### src/rtl/seg7_pkg.sv
// -----------------------------------------------------------------------------
// seg7_pkg
// Shared constants and types for the 4-digit multiplexed seven-segment display.
//   SEG7_HEX   : 16-entry hex glyph table, active-high, bit0 = a .. bit6 = g
//   NUM_DIGITS : number of multiplexed digits
//   SEG_OFF    : all segments off (active-high)
//   disp_pat_t : one output slot pattern {an, dp, seg}
// -----------------------------------------------------------------------------
package seg7_pkg;

    localparam int NUM_DIGITS = 4;

    localparam logic [6:0] SEG_OFF = 7'h00;

    localparam logic [6:0] SEG7_HEX [16] = '{
        7'h3F, 7'h06, 7'h5B, 7'h4F, 7'h66, 7'h6D, 7'h7D, 7'h07,
        7'h7F, 7'h6F, 7'h77, 7'h7C, 7'h39, 7'h5E, 7'h79, 7'h71
    };

    typedef logic [$clog2(NUM_DIGITS)-1:0] digit_idx_t;

    typedef struct packed {
        logic [NUM_DIGITS-1:0] an;
        logic                  dp;
        logic [6:0]            seg;
    } disp_pat_t;

endpackage

### src/rtl/hex_to_seg7.sv
// -----------------------------------------------------------------------------
// hex_to_seg7
// Combinational hex nibble to seven-segment decoder (active-high).
//   nibble_i [3:0] : hex digit
//   seg_o    [6:0] : segments, bit0 = a .. bit6 = g
// -----------------------------------------------------------------------------
module hex_to_seg7
    import seg7_pkg::*;
(
    input  logic [3:0] nibble_i,
    output logic [6:0] seg_o
);

    assign seg_o = SEG7_HEX[nibble_i];

endmodule

### src/rtl/seg7_result_display.sv
// -----------------------------------------------------------------------------
// seg7_result_display
// Captures a 16-bit debug word on a strobe and scans it out as four hex digits
// on a multiplexed seven-segment display.
//   clk, rst          : board clock, asynchronous active-high reset
//   value[15:0]       : word to display, captured when value_valid = 1
//   value_valid       : single-cycle capture strobe
//   dp_mask[3:0]      : decimal point enable per digit (live)
//   blank_lz          : leading-zero blanking enable (live)
//   seg[6:0], dp, an[3:0] : registered display outputs, polarity set by
//                       ACTIVE_LOW
// -----------------------------------------------------------------------------
module seg7_result_display
    import seg7_pkg::*;
#(
    parameter int REFRESH_DIV = 100000,
    parameter bit ACTIVE_LOW  = 1'b1
) (
    input  logic                  clk,
    input  logic                  rst,
    input  logic [15:0]           value,
    input  logic                  value_valid,
    input  logic [NUM_DIGITS-1:0] dp_mask,
    input  logic                  blank_lz,
    output logic [6:0]            seg,
    output logic                  dp,
    output logic [NUM_DIGITS-1:0] an
);

    localparam int            CW       = (REFRESH_DIV > 1) ? $clog2(REFRESH_DIV) : 1;
    localparam logic [CW-1:0] CNT_MAX  = CW'(REFRESH_DIV - 1);
    // Pattern XOR mask: active-high "off" is all zeros, so the off value at
    // the pins is simply the mask itself.
    localparam disp_pat_t     POL_MASK = disp_pat_t'({$bits(disp_pat_t){ACTIVE_LOW}});

    logic [CW-1:0]         cnt_q, cnt_d;
    digit_idx_t            idx_q, idx_d, nxt_idx;
    logic [15:0]           shadow_q, shadow_d;
    disp_pat_t             out_q, out_d, pat;
    logic                  tick;
    logic [3:0]            nib;
    logic [6:0]            nib_seg;
    // allz[n]: nibbles NUM_DIGITS-1 .. n of the shadow are all zero
    logic [NUM_DIGITS-1:0] allz;

    assign tick    = (cnt_q == CNT_MAX);
    assign nxt_idx = digit_idx_t'(idx_q + 1'b1);
    assign nib     = shadow_q[4*nxt_idx +: 4];

    hex_to_seg7 u_dec (
        .nibble_i (nib),
        .seg_o    (nib_seg)
    );

    always_comb begin
        allz = '0;
        allz[NUM_DIGITS-1] = (shadow_q[4*(NUM_DIGITS-1) +: 4] == 4'h0);
        for (int n = NUM_DIGITS - 2; n >= 0; n--) begin
            allz[n] = allz[n+1] && (shadow_q[4*n +: 4] == 4'h0);
        end
    end

    always_comb begin
        cnt_d    = tick ? '0 : cnt_q + 1'b1;
        idx_d    = tick ? nxt_idx : idx_q;
        shadow_d = value_valid ? value : shadow_q;

        pat     = '0;
        pat.seg = nib_seg;
        pat.dp  = dp_mask[nxt_idx];
        pat.an  = NUM_DIGITS'(1) << nxt_idx;
        // Digit 0 always shows, so a zero word still reads "0".
        if (blank_lz && (nxt_idx != '0) && allz[nxt_idx]) begin
            pat.seg = SEG_OFF;
            pat.dp  = 1'b0;
            pat.an  = '0;
        end

        out_d = tick ? (pat ^ POL_MASK) : out_q;
    end

    always_ff @(posedge clk or posedge rst) begin
        if (rst) begin
            cnt_q    <= '0;
            idx_q    <= digit_idx_t'(NUM_DIGITS - 1);
            shadow_q <= '0;
            out_q    <= POL_MASK;
        end else begin
            cnt_q    <= cnt_d;
            idx_q    <= idx_d;
            shadow_q <= shadow_d;
            out_q    <= out_d;
        end
    end

    assign seg = out_q.seg;
    assign dp  = out_q.dp;
    assign an  = out_q.an;

endmodule

### config.mk
export PLATFORM = sky130hd
export DESIGN_NAME = seg7_result_display
export DESIGN_NICKNAME = d
export VERILOG_FILES = /design/src/rtl/seg7_pkg.sv /design/src/rtl/hex_to_seg7.sv /design/src/rtl/seg7_result_display.sv
export SDC_FILE = /design/constraint.sdc
export NUM_CORES = 1
export LEC_CHECK = 0
export ABC_CLOCK_PERIOD_IN_PS = 3500
export CORE_MARGIN = 2
export CORE_UTILIZATION = 54
export CTS_CLUSTER_SIZE = 10
export DETAILED_ROUTE_END_ITERATION = 12
export PLACE_DENSITY = 0.78
export REMOVE_ABC_BUFFERS = 1
export SLEW_MARGIN = 20
export SYNTH_ARGS = -nofsm -noshare
export SYNTH_HDL_FRONTEND = slang
export SYNTH_SLANG_ARGS = --single-unit
### constraint.sdc
create_clock -name clk -period 3.5 [get_ports clk]
set_input_delay 0.7 -clock clk [delete_from_list [all_inputs] [get_ports clk]]
set_output_delay 0.7 -clock clk [all_outputs]
set_load 0.005 [all_outputs]
==> reports/results.txt <==
status: finished, final reports clean
vias in the first global route: 1713
CTS max path bufs: 2
Post-Synth XOR/XNOR Area: 7.01%
gr usage total: 20.7%
top_reg_cell synth: dfrtp_1
Syn Inst Count: 222
WL per Instance: 15.3 µm
# IOs: 36
sequential fraction of the synthesis area: 47.8%
H-tree Lvls: 2
hold_buf cts: 0
Seq pwr share: 54.9%
IR drop worst, VDD: 0.284 mV
CP required: 3.75 ns
Num Clock Sinks: 47
unrepaired setup endpoints after global routing: no
Int Pwr: 0.783 mW
Syn Std Cell Area: 2500 µm²
Power Density: 360 nW/µm²
r2r setup slk: 0.64 ns
critical path arrival: 3.11 ns
Adder-Cell Fraction of Synth Area: 6.01%
combinational share of power: 13.5%
Final Critical Period: 2.86 ns
Final period util: 81.7%
area of the multi-input gates: 1200 µm²
Hold WS: 0.484 ns
sum of negative setup slack: 0 ns
Synth Area in Simple Gates: 13.9%
total of max-cap violations: 0
Via Count: 1739
register area: 1190 µm²
clk_skew: 0.00721 ns
CP max FO: 14
post-synth top area share: 33.0%
Final Hold Fails: 0
DR pass1 iterations: 4
1st-iter DRT viols: 131
Layout fillers: 345
Final setup viols: 0
CTS tree: yes
Post-synth top cells: dfrtp_1, nor2_1, mux2_2, nand2_1, dfstp_2
nets: 293
count leader, synth: dfrtp_1
DRC errors left: 0
initial core utilization: 56.6%
# diodes: 0
Slew headroom: 36.3%
DRT Wirelength: 4750 µm
Tightest Pin Transition: 0.954 ns
total CTS buffers: 5
CP Launch Type: flip-flop
critical path, cell by cell: inv_1 -> ha_1 -> mux4_2 -> inv_1 -> ha_1 -> nor2_1 -> a22o_1 -> a211oi_1 -> o22a_1
fin. max-slew vios: 0
combinational family with the most area after synthesis: simple AND/OR/NAND/NOR gates
global route overflow: 0
Sw Share: 26.4%
Clock power frac: 31.7%
Hold Path Class: reg -> reg
clock-pin slew on the worst setup and hold paths: 0.09 ns
number of synthesized flops with an enable pin: 0
ys async rst share: 100%
Die ar.: 5190 µm²
largest net degree at the start of global routing: 48
Synth cell types: 42
cell taking the most area after synthesis: dfrtp_1
complex-gate fraction of the synthesized area: 7.76%
ANT nets after route: 0
Psw: 0.281 mW
die height: 72.0 µm
Clock Latency Late Sink: 0.31 ns
hpwl dp: 3410 µm
placeable core area: 4410 µm²
leakage: 1.24 nW
fmax: 0.350 GHz
Core Util, Final: 67.0%
worst setup path class: reg -> reg
Clock Tree Root: clkbuf_8
first-pass GRT wire length: 8210 µm
port bufs: 35
Final Total Pwr: 1.06 mW
GP Congestion: 0.886
critical path endpoint category: flip-flop
Mean Syn Cell Area: 11.3 µm²
post-cts sizing count: 0
Crit path largest cell delay: 0.63 ns
top cells by area, synth: dfrtp_1, dfstp_2, mux2_2, ha_1, mux4_2
initial antenna violation count: 0
Chip Width: 72.0 µm
layout cells sized above 1: 19.0%
P&R area growth vs syn: 18.3%
vias per inst: 5.61
num rows: 24
Setup Fix Bufs, Post-CTS: 0
post-synthesis mux area share: 13.5%
Crit-path slowest cell: ha_1
YS warnings: 0
Synth Register Bits: 47
-- cell families after synthesis --
logic type | Yosys count
compound gates | 29
simple gates | 71
flops | 47
fa+ha+maj | 12
xor+xnor | 20
mux | 25
buf+inv | 18
-- sequential cells by signal, summed over array words and instances, names as in the netlist --
register	count
an	4
cnt_q	17
dp	1
idx_q	2
seg	7
shadow_q	16
-- worst max-delay path, delay by kind of cell, from the launching register on --
kind                       cells  cell delay [ns]
adders and majority gates      2             0.90
AOI/OAI and AO/OA              3             0.58
DFF                            1             0.58
muxes                          1             0.45
buffers and inverters          2             0.23
and+or+nand+nor                1             0.06
-- area by class of cell --
class	instances	share of cell area [%]
flip-flops and latches	47	40.4
repair buffers	38	12.6
well taps	52	2.20
clock inverters	3	0.762
clock buffers	5	2.33
multi-input cells	157	40.7
inverters	8	1.02
-- path summary, 6_finish.rpt --
check | depth (start not counted) | from | end
worst max-delay path | 9 | idx_q[1]$_DFFE_PP1N_ | seg[0]$_DFFE_PP1N_
worst min-delay path | 1 | cnt_q[13]$_DFF_PP0_ | cnt_q[13]$_DFF_PP0_
worst max register to register | 9 | idx_q[1]$_DFFE_PP1N_ | seg[0]$_DFFE_PP1N_
worst min register to register | 1 | cnt_q[13]$_DFF_PP0_ | cnt_q[13]$_DFF_PP0_
max in group asynchronous | 2 | rst | shadow_q[15]$_DFFE_PP0P_
min in group asynchronous | 2 | rst | cnt_q[2]$_DFF_PP0_
-- power groups by stage --
stage / clock network (mW) / registers, mW / logic (mW)
final: 0.337 / 0.584 / 0.143
after detailed placement: 0 / 0.593 / 0.143
after global placement: 0 / 0.592 / 0.139
after floorplan: 0 / 0.585 / 0.0951
after global routing: 0.369 / 0.586 / 0.159
after CTS: 0.350 / 0.583 / 0.144
-- stage by stage --
step,instances,setup WS [ns],instance area (µm²)
after floorplan,212,0.787,2430
after global placement,302,0.854,2870
after detailed placement,302,0.709,2870
after CTS,310,0.652,2960
after global routing,310,0.460,2960
final,310,0.639,2960
-- layer usage --
layer / track usage [%] / wire length, µm / share of wire, %
met5: 0 / 0 / 0
met2: 32.2 / 2220 / 47
met4: 7.55 / 75 / 1.6
met1: 28.6 / 2270 / 48
met3: 4.72 / 187 / 3.9
-- cell usage in the layout (no fill, tap or decap), types with 3 or more instances in the layout --
cell type / count
nor2_1: 25
and2_1: 3
dfstp_2: 14
dfrtp_1: 33
mux2_2: 16
a21oi_1: 5
a31oi_1: 8
clkbuf_8: 5
nor4_1: 3
mux2i_1: 3
nand3_1: 6
nand2_1: 16
clkdlybuf4s50_1: 35
o22a_1: 3
xor2_1: 11
ha_1: 12
inv_1: 7
buf_4: 3
mux4_2: 5
nand4_1: 3
o21ai_0: 5
and3_1: 5
xnor2_1: 9
(Power assumes the default switching activity.)
